[src/rtl/mpp_sequencer.sv]
// mpp_sequencer: program sequencer feeding the mpp core's instruction input.
// Holds a loadable program memory of 8-bit words. Starting at start_addr, it
// fetches one word, presents it for HOLD_CYCLES cycles, then moves on. A run
// ends on HALT_OP, at the last address, or on abort.
//
// Ports:
//   clk, rst           clock; asynchronous active-high reset
//   wr_en/addr/data    program memory write (accepted in IDLE and DONE only)
//   start, start_addr  begin a run (sampled in IDLE only)
//   abort              end a run early (FETCH/ISSUE only)
//   instr_out          word for mpp.instruction; NOP_OP when nothing is issued
//   instr_valid        instr_out carries a program word
//   busy, done         busy in FETCH/ISSUE; done is a one-cycle end pulse
//   pc, issued_cnt     current/next address; words issued in this/last run
module mpp_sequencer #(
  parameter int              PROG_DEPTH  = 16,
  parameter int              ADDR_W      = 4,
  parameter int              HOLD_CYCLES = 2,
  parameter logic [7:0]      HALT_OP     = 8'hFF,
  parameter logic [7:0]      NOP_OP      = 8'h00
) (
  input  logic              clk,
  input  logic              rst,
  input  logic              wr_en,
  input  logic [ADDR_W-1:0] wr_addr,
  input  logic [7:0]        wr_data,
  input  logic              start,
  input  logic [ADDR_W-1:0] start_addr,
  input  logic              abort,
  output logic [7:0]        instr_out,
  output logic              instr_valid,
  output logic              busy,
  output logic              done,
  output logic [ADDR_W-1:0] pc,
  output logic [ADDR_W:0]   issued_cnt
);

  localparam logic [1:0] S_IDLE  = 2'd0;
  localparam logic [1:0] S_FETCH = 2'd1;
  localparam logic [1:0] S_ISSUE = 2'd2;
  localparam logic [1:0] S_DONE  = 2'd3;

  localparam logic [3:0]        HOLD_LAST = 4'(HOLD_CYCLES - 1);
  localparam logic [ADDR_W-1:0] LAST_ADDR = ADDR_W'(PROG_DEPTH - 1);

  logic [7:0]        mem [PROG_DEPTH];
  logic [1:0]        state, state_n;
  logic [7:0]        ir, ir_n;
  logic [3:0]        hold, hold_n;
  logic [ADDR_W-1:0] pc_n;
  logic [ADDR_W:0]   cnt_n;
  logic [7:0]        rd_word;

  assign rd_word = mem[pc];

  // Program memory is deliberately not reset.
  always_ff @(posedge clk) begin
    if (wr_en && (state == S_IDLE || state == S_DONE))
      mem[wr_addr] <= wr_data;
  end

  always_comb begin
    state_n = state;
    ir_n    = ir;
    hold_n  = hold;
    pc_n    = pc;
    cnt_n   = issued_cnt;
    case (state)
      S_IDLE: begin
        // abort wins over a simultaneous start
        if (start && !abort) begin
          pc_n    = start_addr;
          cnt_n   = '0;
          state_n = S_FETCH;
        end
      end
      S_FETCH: begin
        if (abort) begin
          state_n = S_DONE;
        end else begin
          ir_n    = rd_word;
          hold_n  = '0;
          state_n = (rd_word == HALT_OP) ? S_DONE : S_ISSUE;
        end
      end
      S_ISSUE: begin
        if (abort) begin
          // partially held word is not counted
          state_n = S_DONE;
        end else if (hold == HOLD_LAST) begin
          cnt_n = issued_cnt + (ADDR_W+1)'(1);
          if (pc == LAST_ADDR) begin
            state_n = S_DONE;
          end else begin
            pc_n    = pc + ADDR_W'(1);
            state_n = S_FETCH;
          end
        end else begin
          hold_n = hold + 4'd1;
        end
      end
      default: state_n = S_IDLE;
    endcase
  end

  // Outputs are registered from the next-state decode so they line up with
  // the state they describe without any input-to-output combinational path.
  always_ff @(posedge clk or posedge rst) begin
    if (rst) begin
      state       <= S_IDLE;
      ir          <= NOP_OP;
      hold        <= '0;
      pc          <= '0;
      issued_cnt  <= '0;
      instr_out   <= NOP_OP;
      instr_valid <= 1'b0;
      busy        <= 1'b0;
      done        <= 1'b0;
    end else begin
      state       <= state_n;
      ir          <= ir_n;
      hold        <= hold_n;
      pc          <= pc_n;
      issued_cnt  <= cnt_n;
      instr_out   <= (state_n == S_ISSUE) ? ir_n : NOP_OP;
      instr_valid <= (state_n == S_ISSUE);
      busy        <= (state_n == S_FETCH) || (state_n == S_ISSUE);
      done        <= (state_n == S_DONE);
    end
  end

endmodule

[config.mk]
export PLATFORM = sky130hd
export DESIGN_NAME = mpp_sequencer
export DESIGN_NICKNAME = d
export VERILOG_FILES = /design/src/rtl/mpp_sequencer.sv
export SDC_FILE = /design/constraint.sdc
export NUM_CORES = 1
export LEC_CHECK = 0
export BUFFER_PORTS_ARGS = -buffer_cell sky130_fd_sc_hd__buf_2
export CORE_ASPECT_RATIO = 0.9
export CORE_UTILIZATION = 46
export CTS_BUF_LIST = sky130_fd_sc_hd__clkbuf_4
export CTS_CLUSTER_SIZE = 30
export DETAILED_ROUTE_END_ITERATION = 10
export SYNTH_ARGS = -nofsm -noshare
export SYNTH_HDL_FRONTEND = slang
export SYNTH_SLANG_ARGS = --single-unit
[constraint.sdc]
create_clock -name clk -period 3.3 [get_ports clk]
set_clock_uncertainty 0.15 [all_clocks]
set_input_delay 0.33 -clock clk [delete_from_list [all_inputs] [get_ports clk]]
set_output_delay 0.33 -clock clk [all_outputs]
set_load 0.02 [all_outputs]
# Word-level counts from Yosys, hierarchy flattened
# Memories as Yosys holds them, arrays and structs flattened.
# Cells that the tools add are included.
# word_totals
regBits	34
mem_bits_rw	128
wordCells	64
memories	1
# memory_table
memory	words	word_bits	read_ports	rd_clocked_by_memory_dff	write_ports	line_no	rtl
mem	16	8	1	0	1	46	logic [7:0] mem [PROG_DEPTH];
# op_classes
n_addsub	3
n_eq_ne	15
n_mux	25
n_reduce_logical	11
# op_table
cell	count
two-way mux 4 bit	7
two-way mux 8 bit	3
one-hot mux 4 bit (2 select lines)	2
two-way mux 5 bit	3
!= test 2 bit (second input constant)	5
one-hot mux 5 bit (2 select lines)	1
adder 4 x 1 -> 4 bit (second input constant)	2
== test 2 bit (second input constant)	4
== test 8 bit (second input constant)	1
two-way mux 2 bit	4
AND reduction 4 bit	2
one-hot mux 2 bit (3 select lines)	1
adder 5 x 1 -> 5 bit (second input constant)	1
AND reduction 5 bit	1
== test 2 x 1 -> 1 bit (second input constant)	2
== test 4 x 1 -> 1 bit (second input constant)	1
== test 4 bit (second input constant)	1
two-way mux 1 bit	4
nonzero test 2 bit	2
logical AND 1 bit	2
zero test 2 bit	1
logical OR 1 bit	2
!= test 2 x 1 -> 1 bit (second input constant)	1
zero test 1 bit	1

# Depth between registers and ports, before layout
# depth
depth_word	7
depth_mapped	11
mapped_depth_nobuf	10

# Worst setup path after synthesis
# No wires, ideal clock.
# synth_path
kind	register to register
from	register pc[0]
to	register instr_out[0]
setup_ns	0.066
arrival_ns	2.338
required_time_ns	3.084
path_slack_ns	0.747
path_stages_with_launch	11
n_path_buf	2
synth_period_minus_slack_ns	2.553
path_cell_list	dfrtp_1 > buf_6 > buf_2 > mux4_2 > a22oi_1 > nand2_1 > nand4_1 > nor2_1 > o31ai_1 > ha_1 > and2_1
# synth_between
elab_chain_len	7
elab_cells_between_ends	13
classes_between	eq/ne: 3; mux: 9; memory: 1
# synth_rtl
item	line_no	rtl
from (decl)	34	output logic [ADDR_W-1:0] pc,
from (signal assigned)	123	pc <= pc_n;
memory read (16 x 8 bit) or == test 4 bit (tied branches)	n/a	
== test 8 bit or two-way mux 2 bit (tied branches)	83, 92	
two-way mux 1 bit or two-way mux 2 bit (tied branches)	83, 90	
two-way mux 1 bit or two-way mux 2 bit (tied branches)	78, 87	
one-hot mux 2 bit (3 select lines)	68	case (state)
== test 2 bit	125	instr_out <= (state_n == S_ISSUE) ? ir_n : NOP_OP;
two-way mux 8 bit (*)	125	
to (signal assigned)	125	
to (decl)	30	output logic [7:0] instr_out,
# Mark *: on every way between the ends. The rest lies on a longest branch, timed or not.
# A chain may end at the register's enable or synchronous reset.

# Worst setup path after layout
# Ends and elaborated chain as after synthesis.

==> summary.txt <==
Status -> completed
Clock slew at reported path FFs -> 0.14 ns
RePlAce Congestion -> 0.757
Cts hold-fix bufs -> 13
Port bufs -> 40
Clk_lat worst skew -> 0.57 ns
Vias -> 3504
Initial Util -> 0.471
Sink Count -> 162
Fmax -> 0.337 GHz
Layout cells sized above 1 -> 0.247
Max-slew violations -> 0
Fin util -> 0.541
Asr flop ratio synth -> 0.210
Area Overhead vs Synth -> 14.8%
Grt ovf -> 0
Sum Neg Setup Slack -> 0 ns
Sequential-to-total area share from yosys stat -> 0.711
Post-CTS sizing -> 0
Leakage -> 2.81 nW
PD cells -> 750 nW/um^2
Antenna Nets Post-Route -> 0
Relative slew slack -> 0.473
Yosys cell types -> 39
MaxCap Viol Count -> 0
RSZ-0062 raised after global routing -> no
Post-synth EDFFs -> 128
H-tree depth -> 4
Post-synthesis cell count -> 370
Type of the worst setup path -> reg -> reg
Antenna violations before repair -> 0
R2R setup slack -> 0.33 ns
Largest net degree at the start of global routing -> 37
ANT cells -> 0
Post-Route WL -> 13200 um
First-pass GRT wire length -> 20400 um
Syn nets -> 401
Max VDD drop -> 465 uV
YS warnings -> 0
Setup crit end kind -> register
Die Wd -> 128 um
Top-Level Pins -> 41
Root buf cell -> clkbuf_4
Crit path max fanout -> 24
Avg Inst Size Synth -> 17.8 sq um
DP HPWL -> 8500 um
Die area -> 14800 sq um
Yosys reg bits -> 162
Placeable Area -> 14000 sq um
Startpoint Class -> register
Final Critical Period -> 2.97 ns
CP required -> 3.65 ns
Hold Vio Cnt, Final -> 0
Primary FF master, synth -> edfxtp_1
First drt pass iteration count -> 5
# DRC -> 0
Setup violations, final -> 0
Vias in the first global route -> 3540
DR vias/cell -> 5.38
Worst-margin pin slew -> 0.787 ns
FP Rows -> 41
# Post-CTS Setup Buffers -> 0
Layout Nets -> 476
Max Root-Sink Buffers -> 2
Final period utilization -> 0.899
Wirelength per Cell -> 20.3 um
Die height -> 116 um
Hold crit path type -> in -> reg
Initial DRC count -> 269
Post-Synthesis Cell Area -> 6600 sq um
Crit path DAT -> 3.32 ns
CTS Buf Count -> 17
GRT Util Overall -> 0.196
CTS tree -> yes
worst paths after layout:
kind	from	cells after the start	end
setup / recovery	pc[0]$_DFFE_PP0P_	9	instr_out[0]$_DFF_PP0_
hold / removal	start	4	issued_cnt[2]$_DFFE_PP0P_
setup reg to reg	pc[0]$_DFFE_PP0P_	9	instr_out[0]$_DFF_PP0_
hold reg to reg	ir[7]$_DFF_PP0_	1	ir[7]$_DFF_PP0_
max in group asynchronous	rst	4	pc[0]$_DFFE_PP0P_
min in group asynchronous	rst	4	ir[3]$_DFF_PP0_
synth_stat cells (4+ instances only):
cell type | number | area (sq um)
a21oi_1 | 5 | 25.0
a22o_1 | 5 | 43.8
a22oi_1 | 16 | 120
and2_1 | 9 | 56.3
clkbuf_1 | 9 | 33.8
dfrtp_1 | 34 | 851
edfxtp_1 | 128 | 3840
ha_1 | 10 | 125
inv_1 | 8 | 30.0
mux2_2 | 8 | 90.1
mux4_1 | 21 | 552
mux4_2 | 11 | 248
nand2_1 | 19 | 71.3
nand2b_1 | 4 | 25.0
nand3_1 | 4 | 20.0
nand4_1 | 4 | 25.0
nor2_1 | 24 | 90.1
nor2b_1 | 5 | 31.3
nor3_1 | 5 | 25.0
o21ai_0 | 10 | 50.1
xor2_1 | 4 | 35.0
area by class of cell:
cell class / count / area (sq um)
Clock inverter: 13 / 178
Multi-Input combinational cell: 184 / 1790
Timing Repair Buffer: 72 / 498
Fill cell: 1124 / 6430
Sequential cell: 162 / 4700
Inverter: 8 / 30.0
Clock buffer: 19 / 143
Tap cell: 193 / 241
per-stage QoR:
step           setup slack [ns]  hold slack (ns)  area, sq um  power [mW]  instances
2_1_floorplan             0.747            0.279         6600        3.86        370
3_3_place_gp              0.447            0.296         7130        4.40        606
3_5_place_dp              0.371            0.311         7130        4.46        606
4_1_cts                   0.317           0.0209         7580        5.74        651
5_1_grt                   0.104           0.0293         7580        6.00        651
6_report                  0.332           0.0559         7580        5.69        651
critical path: stages, from the launching register on:
cell	delay, ns
dfrtp_2	0.63
buf_12	0.25
mux4_1	0.57
a22oi_1	0.28
nand2_1	0.12
nand4_1	0.10
nor2_1	0.06
o31ai_1	0.21
ha_1	0.32
and2_1	0.17
state kept, by name, summed over array words and instances (netlist names):
register     count
instr_valid      1
pc               4
ir               8
instr_out        8
mem            128
hold             4
done             1
issued_cnt       5
busy             1
state            2
logic make-up (layout without fill, tap and decap cells):
| family | count (synthesis) | count (layout) | share of synthesized area |
|---|---|---|---|
| compound gates | 46 | 46 | 0.0480 |
| flops | 162 | 162 | 0.711 |
| fa+ha+maj | 10 | 10 | 0.0190 |
| buf+inv | 24 | 112 | 0.0172 |
| simple gates | 81 | 81 | 0.0601 |
| xor+xnor | 4 | 4 | 0.00531 |
| mux | 43 | 43 | 0.139 |
report_power, final:
| part | total, mW | switching, mW | internal, mW |
|---|---|---|---|
| registers | 2.58 | 0.158 | 2.42 |
| clock network | 1.28 | 0.722 | 0.558 |
| logic | 1.83 | 1.03 | 0.794 |
| total | 5.69 | 1.91 | 3.77 |
layer usage:
metal  GRT usage  wire (um)  vias to the layer above
li1            -          -                     1619
met4      0.0494         96                        0
met1       0.279       6200                     1778
met5           0          0                        -
met2       0.299       6100                      100
met3      0.0577        840                        7
cell usage in the layout (no fill, tap or decap), types with 3 or more instances in the layout:
master and count:
nand2_1 19, mux2i_1 3, a22o_1 5, and2_1 9
bufinv_16 3, buf_4 17, mux4_2 11, nor2b_1 5
dfrtp_1 33, o21ai_0 10, dlygate4sd3_1 13, clkbuf_4 19
mux2_2 8, nand2b_1 4, edfxtp_1 128, nand4_1 4
nand3_1 4, a21oi_1 5, ha_1 10, xor2_1 4
nor3_1 5, buf_2 40, inv_1 8, mux4_1 21
nor2_1 24, a22oi_1 16, clkinv_4 5
No activity file was read; power rests on OpenSTA's default activity.
